<file path="src/rtl/mult_operand_ctrl.sv">
// Operand entry sequencer for the multiplier: captures A then B from the switches, pulses start, latches the product.
// Latency: button rise acts on the next clk; mult_start follows a go rise by one cycle; result updates one cycle after mult_done.
module mult_operand_ctrl #(
  parameter int WIDTH = 8
) (
  input  logic                 clk,
  input  logic                 rst_n,
  input  logic                 btn_load,
  input  logic                 btn_go,
  input  logic                 btn_clr,
  input  logic [WIDTH-1:0]     switches,
  input  logic                 mult_done,
  input  logic [2*WIDTH-1:0]   mult_product,
  output logic [WIDTH-1:0]     mult_a,
  output logic [WIDTH-1:0]     mult_b,
  output logic                 mult_start,
  output logic [2*WIDTH-1:0]   result,
  output logic [2:0]           state
);

  localparam logic [2:0] S_A     = 3'd0;
  localparam logic [2:0] S_B     = 3'd1;
  localparam logic [2:0] S_READY = 3'd2;
  localparam logic [2:0] S_BUSY  = 3'd3;
  localparam logic [2:0] S_SHOW  = 3'd4;

  logic [2:0]         state_q, state_d;
  logic [WIDTH-1:0]   a_q, a_d;
  logic [WIDTH-1:0]   b_q, b_d;
  logic [2*WIDTH-1:0] result_q, result_d;
  logic               start_q, start_d;
  logic               load_prev_q, go_prev_q, clr_prev_q;
  logic               load_rise, go_rise, clr_rise;

  // History resets high so a button already held when reset releases gives no edge.
  assign load_rise = btn_load & ~load_prev_q;
  assign go_rise   = btn_go   & ~go_prev_q;
  assign clr_rise  = btn_clr  & ~clr_prev_q;

  always_comb begin
    state_d  = state_q;
    a_d      = a_q;
    b_d      = b_q;
    result_d = result_q;
    start_d  = 1'b0;
    case (state_q)
      // The multiplier cannot be aborted, so every button is dropped here.
      S_BUSY: begin
        if (mult_done) begin
          result_d = mult_product;
          state_d  = S_SHOW;
        end
      end
      S_A, S_B, S_READY, S_SHOW: begin
        if (clr_rise) begin
          a_d      = '0;
          b_d      = '0;
          result_d = '0;
          state_d  = S_A;
        end else begin
          case (state_q)
            S_A: begin
              if (load_rise) begin
                a_d     = switches;
                state_d = S_B;
              end
            end
            S_B: begin
              if (load_rise) begin
                b_d     = switches;
                state_d = S_READY;
              end
            end
            S_READY: begin
              if (go_rise) begin
                start_d = 1'b1;
                state_d = S_BUSY;
              end
            end
            S_SHOW: begin
              if (load_rise) begin
                a_d     = switches;
                state_d = S_B;
              end
            end
            default: ;
          endcase
        end
      end
      default: state_d = S_A;
    endcase
  end

  always_ff @(posedge clk or negedge rst_n) begin
    if (!rst_n) begin
      state_q     <= S_A;
      a_q         <= '0;
      b_q         <= '0;
      result_q    <= '0;
      start_q     <= 1'b0;
      load_prev_q <= 1'b1;
      go_prev_q   <= 1'b1;
      clr_prev_q  <= 1'b1;
    end else begin
      state_q     <= state_d;
      a_q         <= a_d;
      b_q         <= b_d;
      result_q    <= result_d;
      start_q     <= start_d;
      load_prev_q <= btn_load;
      go_prev_q   <= btn_go;
      clr_prev_q  <= btn_clr;
    end
  end

  assign mult_a     = a_q;
  assign mult_b     = b_q;
  assign mult_start = start_q;
  assign result     = result_q;
  assign state      = state_q;

endmodule

</file>
<file path="config.mk">
export PLATFORM = sky130hd
export DESIGN_NAME = mult_operand_ctrl
export DESIGN_NICKNAME = d
export VERILOG_FILES = /design/src/rtl/mult_operand_ctrl.sv
export SDC_FILE = /design/constraint.sdc
export NUM_CORES = 1
export LEC_CHECK = 0
export BUFFER_PORTS_ARGS = -buffer_cell sky130_fd_sc_hd__buf_2
export CAP_MARGIN = 25
export CORE_MARGIN = 5
export CORE_UTILIZATION = 51
export DETAILED_ROUTE_END_ITERATION = 8
export PLACE_DENSITY = 0.84
export SLEW_MARGIN = 20
export SYNTH_ARGS = -nofsm -noshare
export SYNTH_HDL_FRONTEND = slang
export SYNTH_SLANG_ARGS = --single-unit
</file>
<file path="constraint.sdc">
create_clock -name clk -period 3.4 [get_ports clk]
set_input_delay 0.68 -clock clk [delete_from_list [all_inputs] [get_ports clk]]
set_output_delay 0.68 -clock clk [all_outputs]
set_load 0.05 [all_outputs]
</file>
==> qor.yml, run 1 <==
tightest_slew_ns: 0.819
gp_congestion: 0.774
cp.required_ns: 2.72
drtIter0Drc: 76
grt_antenna_before_repair: 0
ys_types: 33
path_cells: "buf_2"
synth_nets: 167
wire_per_inst_um: 14.6
firstDrtPassIters: 4
clkSinkCount: 39
finalCritPeriodShare_pct: 57.4
max_stage_delay_ns: 0.61
status: "finished, final reports clean"
ioPinCount: 66
cp-start-kind: "register"
viasPerCell: 5.27
hold_buffers: 0
postSynth.asyncResetShare_pct: 100
rsz0062_at_grt: "false"
yosys_most_used_dff: "dfrtp_1"
setup_ws_ns: 1.45
num-fill-cells: 263
slowest_stage: "dfrtp_1"
die-area_um2: 4390
root_buffer: "clkbuf_4"
first_global_vias: 1291
drive_above_1_share_pct: 39.9
port_buffers: 65
syn2layout_area_growth_pct: 23.5
setup_viol: 0
clock_path_buffers: 2
cts.clk_slew.worst_paths_ns: 0.11
netlist_instances: 137
peakVddDrop_v: 0.000396
place_ws_ns: 1.39
n_antenna_cell: 0
num_rows: 20
critical_path.top_delay_family: "flip-flops"
finalWorstPathRequiredPeriod_ns: 1.95
cts_buffers: 5
synth-seq-cells: 39
hold_path.class: "input pin to async pin"
setup_tns_ns: 0
maxCapViolations: 0
utilization_pct: 65.2
maxSlewHeadroom_pct: 45.4
drc: 0
synthesis.area_um2: 1610
start_util_pct: 52.8
final_nets: 232
r2r_slack_ns: 1.62
die_w_um: 66.2
cts_resized: 0
die_h_um: 66.2
clock-skew-final_ns: 0.0130
final_cell_mix: "buf_2 (65), dfrtp_1 (36), nand2_1 (33)"
routed_wl_um: 3590
overflow: 0
ys_warn_count: 0
power.density_nw_per_um2: 839
fmax_ghz: 0.512
r2r-end: "mult_a[6]$_DFFE_PN0P_"
grt_max_degree: 40
postRouteAntennaNets: 0
h-tree-depth: 2
r2r_cells: 2
hold_violations: 0
path_max_fanout: 13
grt_pass1_wl_um: 6040
layout_commonest_cell: "buf_2"
slew_viol_final: 0
p_leak_nw: 1.11
worst-setup-path-type: "register to output port"
vias: 1301
cp.buffers_inverters: 1
core_um2: 3050
synth_edf_count: 0
clock_latency_ns: 0.33
cts_tree: "yes"
avgSynthCellArea_um2: 11.8
post_cts_buffers: 0
grt_use_total_pct: 18.4
worstSetupEndpointType: "output port"
reg2reg_from: "state[1]$_DFFE_PN0P_"
cp_data_arrival_time_ns: 1.27
yosysSeqAreaShare_pct: 60.7
hpwl_um: 2730
## layout make-up
| class | instances | area [µm²] | share of cell area, % |
|---|---|---|---|
| well taps | 44 | 55.1 | 2.76 |
| multi-input cells | 90 | 578 | 29.0 |
| inverters | 1 | 3.75 | 0.188 |
| flip-flops and latches | 39 | 980 | 49.2 |
| clock buffers | 7 | 45.0 | 2.26 |
| repair buffers | 65 | 325 | 16.3 |
| clock inverters | 1 | 5.00 | 0.251 |
## sequential cells by signal, indices dropped and copies added, names as in the netlist
| signal | count |
|---|---|
| result | 16 |
| mult_a | 8 |
| mult_b | 8 |
| state | 3 |
| clr_prev_q | 1 |
| go_prev_q | 1 |
| load_prev_q | 1 |
| mult_start | 1 |
## Yosys cell counts, drive strengths merged, types with 2 or more instances
library cell	count	share of area, %
dfrtp	36	56
dfstp	3	4.9
nand3	16	5.0
a32o	8	5.0
nand2b	4	2.0
a22o	8	4.3
nand2	33	7.7
nor2	2	1.5
a21oi	2	0.62
o21ai	2	1.3
buf	6	2.9
## power breakdown
group	internal (mW)	leakage, nW	total, mW	switching [mW]
combinational	0.188	0.563	0.784	0.597
clock	0.0807	0.0293	0.217	0.136
sequential	0.576	0.522	0.670	0.0943
total	0.844	1.11	1.67	0.827
## worst max path at each step
stage                               from                     to  slack [ns]  depth (start not counted)
floorplan           state[0]$_DFFE_PN0P_  mult_b[0]$_DFFE_PN0P_        1.55                          6
global placement                 btn_clr  mult_b[4]$_DFFE_PN0P_        1.46                          4
detailed placement               btn_clr  mult_b[7]$_DFFE_PN0P_        1.39                          4
CTS                 state[1]$_DFFE_PN0P_               state[1]        1.44                          1
global route        state[1]$_DFFE_PN0P_               state[1]        1.38                          1
finish              state[1]$_DFFE_PN0P_               state[1]        1.45                          1
## kinds of logic (layout without fill, tap and decap cells)
logic type | after synthesis | count (layout) | synth area share, %
buf+inv | 8 | 74 | 3.41
simple gates | 64 | 64 | 20.8
compound gates | 25 | 25 | 14.2
fa+ha+maj | 1 | 1 | 0.853
flops | 39 | 39 | 60.7
## layer usage
metal	GRT usage, %	vias up	part of all wire, %
met2	31.4	54	49
li1	-	621	-
met4	6.85	0	1.1
met3	5.61	4	8.2
met1	21.7	622	42
met5	0	-	0
## per-stage QoR
stage | hold WS, ns | area (µm²) | power [mW] | std cells
finish | 0.430 | 1990 | 1.67 | 247
global route | 0.418 | 1990 | 1.77 | 247
CTS | 0.434 | 1990 | 1.68 | 247
detailed placement | 0.455 | 1940 | 1.47 | 239
global placement | 0.447 | 1940 | 1.44 | 239
floorplan | 0.384 | 1610 | 1.29 | 137
Power figures use the tool's default switching activity.
==> inputs of run 2 (changes only) <==
- ABC_AREA: not set -> 1
- CORE_UTILIZATION: 51 -> 49
- PLACE_DENSITY: 0.84 -> 0.79
- clock period: 3.4 -> 2 ns (I/O delays scaled with it)
==> run 2 against run 1 <==
  * Area after synthesis up 13%
  * Flip-flop and latch count stayed put
  * Setup slack worse by 1.1 ns
  * Utilization is 2.3 points lower
  * Via count up 23%
==> qor.yml, run 2 <==
status: "finished, final reports clean"
num_rows: 22
firstDrtPassIters: 4
first_global_vias: 1546
path_max_fanout: 17
drc: 0
r2r_slack_ns: 0.39
n_antenna_cell: 0
slowest_stage: "dfrtp_1"
hold_buffers: 0
clock_path_buffers: 2
core_um2: 3630
path_cells: "inv_1, nand3_2, nand2_1, nand2_1, nand2_2, nand2_4, nand2_1, nand2_1"
viasPerCell: 4.73
cts_tree: "yes"
ys_types: 25
grt_max_degree: 21
critical_path.top_delay_family: "simple AND/OR/NAND/NOR gates"
netlist_instances: 222
grt_pass1_wl_um: 6850
gp_congestion: 0.837
setup_tns_ns: 0
cts.clk_slew.worst_paths_ns: 0.08
fmax_ghz: 0.620
final_cell_mix: "nand2_1 (76), buf_2 (65), dfrtp_1 (36)"
die-area_um2: 5050
cp_data_arrival_time_ns: 1.79
grt_antenna_before_repair: 0
pwr-share-clk_pct: 15.3
r2r-end: "result[2]$_DFFE_PN0P_"
largest_reg_flops: 16
grt_use_total_pct: 16.7
clock_latency_ns: 0.29
grtUsageMet1_pct: 23.0
power.density_nw_per_um2: 1930
maxSlewHeadroom_pct: 68.5
hpwl_um: 2970
reg2reg_from: "state[0]$_DFFE_PN0P_"
yosysSeqAreaShare_pct: 53.6
drtIter0Drc: 90
cp.buffers_inverters: 1
slew_viol_final: 0
root_buffer: "clkbuf_8"
port_buffers: 65
vias: 1598
met3_usage_pct: 5.40
yosys_most_used_dff: "dfrtp_1"
synth_top_area_share_pct: 49.3
synth_edf_count: 0
ioPinCount: 66
hold_violations: 0
clock-skew-final_ns: 0.00584
hold_path.class: "input pin to async pin"
cts_resized: 0
cp.required_ns: 2.18
p_int_mw: 2.06
synth_area_leaders: "dfrtp_1 (49%), nand2_1 (16%), nand3_1 (7.4%)"
postRouteAntennaNets: 0
place_ws_ns: 0.405
final_nets: 319
cts_buffers: 5
total_power_mw: 4.42
finalWorstPathRequiredPeriod_ns: 1.61
worst-setup-path-type: "register to register"
syn2layout_area_growth_pct: 25.3
synth_common_cells: "nand2_1 (76), dfrtp_1 (36), nand3_1 (27)"
routed_wl_um: 4010
finalCritPeriodShare_pct: 80.6
num-fill-cells: 339
max_stage_delay_ns: 0.45
comb_power_share_pct: 54.3
start_util_pct: 50.3
die_h_um: 71.1
use_met2_pct: 24.7
crit_path_frequent_cell: "nand2_1"
setup_ws_ns: 0.388
h-tree-depth: 2
maxCapViolations: 0
die_w_um: 71.1
tightest_slew_ns: 0.473
yosysMostFrequentCell: "nand2_1"
worstSetupEndpointType: "register"
sw_frac_of_total_pct: 53.4
layout_commonest_cell: "nand2_1"
peakVddDrop_v: 0.000991
avgSynthCellArea_um2: 8.23
ys_warn_count: 0
p_leak_nw: 1.40
synthesis.area_um2: 1830
sequentialPowerShare_pct: 30.4
clkSinkCount: 39
r2r_cells: 8
synth_top_area_cell: "dfrtp_1"
cp-start-kind: "register"
post_cts_buffers: 0
synth_nets: 252
overflow: 0
rsz0062_at_grt: "false"
wire_per_inst_um: 11.8
top_usage_layer: "met2"
switchingPower_mw: 2.36
setup_viol: 0
drive_above_1_share_pct: 31.0
synth-seq-cells: 39
postSynth.asyncResetShare_pct: 100
-- run 2: cell types whose count changed after synthesis, moves of 2 or more --
cell,previous run,this run
nand2_1,33,76
inv_1,1,26
nor2_1,1,18
nand3_1,16,27
a22o_1,8,0
a32o_1,8,0
o21ai_1,1,9
nand2_2,0,3
nand2b_1,3,0
buf_6,2,4
nand3_2,0,2
-- run 2: layout make-up --
type	instances	area, µm²	area share, %
clock buffer	6	82.6	3.61
tap	48	60.1	2.62
inverter	27	101	4.43
timing repair buffer	68	360	15.7
multi-input combinational	148	669	29.3
clock inverter	2	35.0	1.53
sequential	39	980	42.8
-- run 2: metrics by stage --
stage          util (%)  std cells  hold slack [ns]  instance area (µm²)
6_report           63.0        338           0.0578                 2290
2_1_floorplan         -        222            0.104                 1830
4_1_cts            63.0        338           0.0711                 2290
3_5_place_dp       59.7        330            0.389                 2170
3_3_place_gp       59.7        330            0.380                 2170
5_1_grt            63.0        338           0.0944                 2290
-- run 2: cell families after synthesis --
kind of cell	share of synthesized area (%)
buffers and inverters	9.72
flip-flops	53.6
AND/OR/NAND/NOR	31.6
AO/OA/AOI/OAI	5.07
-- run 2: power groups by stage --
stage	combinational [mW]	clock (mW)	sequential, mW
after floorplan	0.711	0	2.55
after global placement	2.38	0	1.36
after detailed placement	2.42	0	1.35
after CTS	2.42	0.690	1.34
after global routing	2.58	0.717	1.39
final	2.40	0.677	1.34
-- run 2: routing by layer --
layer | share of wire (%) | wire [µm]
met4 | 0.82 | 33
met1 | 45 | 1820
met2 | 45 | 1790
met5 | 0 | 0
met3 | 8.9 | 356
-- run 2: worst max path at each step --
stage / from / to / slack, ns / depth (start not counted)
5_1_grt: state[2]$_DFFE_PN0P_ / result[14]$_DFFE_PN0P_ / 0.22 / 8
3_3_place_gp: btn_clr / result[12]$_DFFE_PN0P_ / 0.44 / 8
3_5_place_dp: btn_clr / result[9]$_DFFE_PN0P_ / 0.41 / 8
2_1_floorplan: state[1]$_DFFE_PN0P_ / result[10]$_DFFE_PN0P_ / 0.35 / 6
6_report: state[0]$_DFFE_PN0P_ / result[2]$_DFFE_PN0P_ / 0.39 / 8
4_1_cts: state[2]$_DFFE_PN0P_ / result[2]$_DFFE_PN0P_ / 0.39 / 8
-- run 2: worst register-to-register path, cell delays in order, from the launching register on --
cell	delay [ns]
dfrtp_1	0.45
inv_1	0.15
nand3_2	0.10
nand2_1	0.10
nand2_1	0.08
nand2_2	0.27
nand2_4	0.20
nand2_1	0.10
nand2_1	0.05
==> inputs of run 3 (changes only) <==
- CORE_UTILIZATION: 49 -> 44
- PLACE_DENSITY: 0.79 -> 0.75
- clock period: 2 -> 1.3 ns (I/O delays scaled with it)
==> run 3 against run 2 <==
  * The run now ends with negative setup slack left
  * Power up 58%
  * Non-clock buffer count is 13 higher
  * Critical path depth is 2 lower
  * Flip-flop and latch count is the same
  * Final area rose by 8.6%
  * Sequential share of layout area decreased by 3.3 points
  * Critical endpoint is now state[0]$_DFFE_PN0P_
==> qor.yml, run 3 (synthesis results as in run 2) <==
first_global_vias: 1620
clock_path_buffers: 2
cts_buffers: 5
slew_viol_final: 0
final_area_um2: 2490
status: "finished with violations"
root_buffer: "clkbuf_8"
pwr-share-clk_pct: 11.1
hold_violations: 0
gp_congestion: 0.774
core_um2: 4000
max_stage_delay_ns: 0.44
cp.buffers_inverters: 1
start_util_pct: 45.7
instances_no_fill: 356
num_rows: 23
cp_data_arrival_time_ns: 1.52
wire_per_inst_um: 12.7
cp-start-kind: "register"
setup_tns_ns: -0.00249
setup_viol: 2
power.density_nw_per_um2: 2810
seqCellArea_um2: 983
cp.required_ns: 1.52
hpwl_um: 3050
worst-setup-path-type: "register to register"
clkSinkCount: 39
highest_layer: "met4"
die_w_um: 74.4
num-fill-cells: 360
layout_commonest_cell: "nand2_1"
critical_path.top_delay_family: "simple AND/OR/NAND/NOR gates"
routed_wl_um: 4520
clock_latency_ns: 0.29
grt_use_total_pct: 17.5
drtIter0Drc: 120
clock-skew-final_ns: 0.00569
final_nets: 335
peakVddDrop_v: 0.00153
multi_input_area_um2: 754
worstSetupEndpointType: "register"
finalCritPeriodShare_pct: 100
hold_path.class: "input pin to register"
drc: 0
crit_path_frequent_cell: "nand2_1"
die_h_um: 74.4
postRouteAntennaNets: 0
viasPerCell: 4.68
maxSlewHeadroom_pct: 82.6
cts_tree: "yes"
comb_power_share_pct: 59.1
p_leak_nw: 1.47
n_antenna_cell: 0
grt_max_degree: 40
met2_length_um: 2030
grt_antenna_before_repair: 0
cts.clk_slew.worst_paths_ns: 0.07
sw_frac_of_total_pct: 54.4
grt_pass1_wl_um: 7450
syn2layout_area_growth_pct: 36.1
placed_area_um2: 2280
firstDrtPassIters: 4
ioPinCount: 66
vias: 1667
final_cell_mix: "nand2_1 (74), buf_2 (63), dfrtp_1 (33)"
place_ws_ns: -0.0294
total_power_mw: 6.98
path_cells: "inv_2, nand3_2, or2_4, nand3b_1, nand2_1, nand2_1"
violations: "negative setup slack"
whs_ns: 0.0817
maxCapViolations: 0
r2r_slack_ns: -0.001
tightest_slew_ns: 0.263
finalWorstPathRequiredPeriod_ns: 1.30
slowest_stage: "dfrtp_2"
fmax_ghz: 0.768
port_buffers: 65
utilization_pct: 62.2
die-area_um2: 5540
p_int_mw: 3.18
path_max_fanout: 5
setup_ws_ns: -0.00127
drive_above_1_share_pct: 37.3
h-tree-depth: 2
overflow: 0
route.met3.wl_um: 433
switchingPower_mw: 3.80
largest_reg_flops: 16
sequentialPowerShare_pct: 29.9
rsz0062_at_grt: "true"
met1_length_um: 2000
dp_cells: 341
[run 3: layout make-up]
type	count	area share (%)
Timing Repair Buffer	81	20.2
Sequential cell	39	39.6
Tap cell	50	2.52
Clock buffer	8	3.22
Inverter	27	4.18
Multi-Input combinational cell	151	30.3
[run 3: path summary, 6_finish.rpt]
path / depth (start not counted) / from / end
max: 6 / state[2]$_DFFE_PN0P_ / state[0]$_DFFE_PN0P_
min: 1 / btn_go / go_prev_q$_DFF_PN1_
max reg2reg: 6 / state[2]$_DFFE_PN0P_ / state[0]$_DFFE_PN0P_
min reg2reg: 2 / result[15]$_DFFE_PN0P_ / result[15]$_DFFE_PN0P_
max in group asynchronous: 3 / rst_n / load_prev_q$_DFF_PN1_
min in group asynchronous: 3 / rst_n / result[0]$_DFFE_PN0P_
[run 3: routing by layer]
| layer | GRT usage, % | vias to the layer above |
|---|---|---|
| li1 | - | 855 |
| met4 | 4.74 | 0 |
| met2 | 28.3 | 65 |
| met5 | 0 | - |
| met1 | 22.7 | 741 |
| met3 | 5.68 | 6 |
[run 3: power groups by stage]
stage | clock network, mW | registers [mW] | logic [mW]
floorplan | 0 | 3.93 | 1.11
global placement | 0 | 2.08 | 3.90
detailed placement | 0 | 2.08 | 3.96
CTS | 0.817 | 2.07 | 4.09
global route | 0.855 | 2.16 | 4.40
finish | 0.772 | 2.09 | 4.12
[run 3: timing repair]
item	4_1_cts	5_1_grt
hold buffers	1	0
endpoints found under the hold margin	36	0
cloned	3	0
gates resized for setup	9	11
buffers inserted	3	0
pin swaps	12	6
setup endpoints to repair	29	37
[run 3: worst reg2reg max path, cell delays in order (launching register included)]
cell and delay (ns):
dfrtp_2 0.44, inv_2 0.09, nand3_2 0.10, or2_4 0.30
nand3b_1 0.17, nand2_1 0.08, nand2_1 0.06
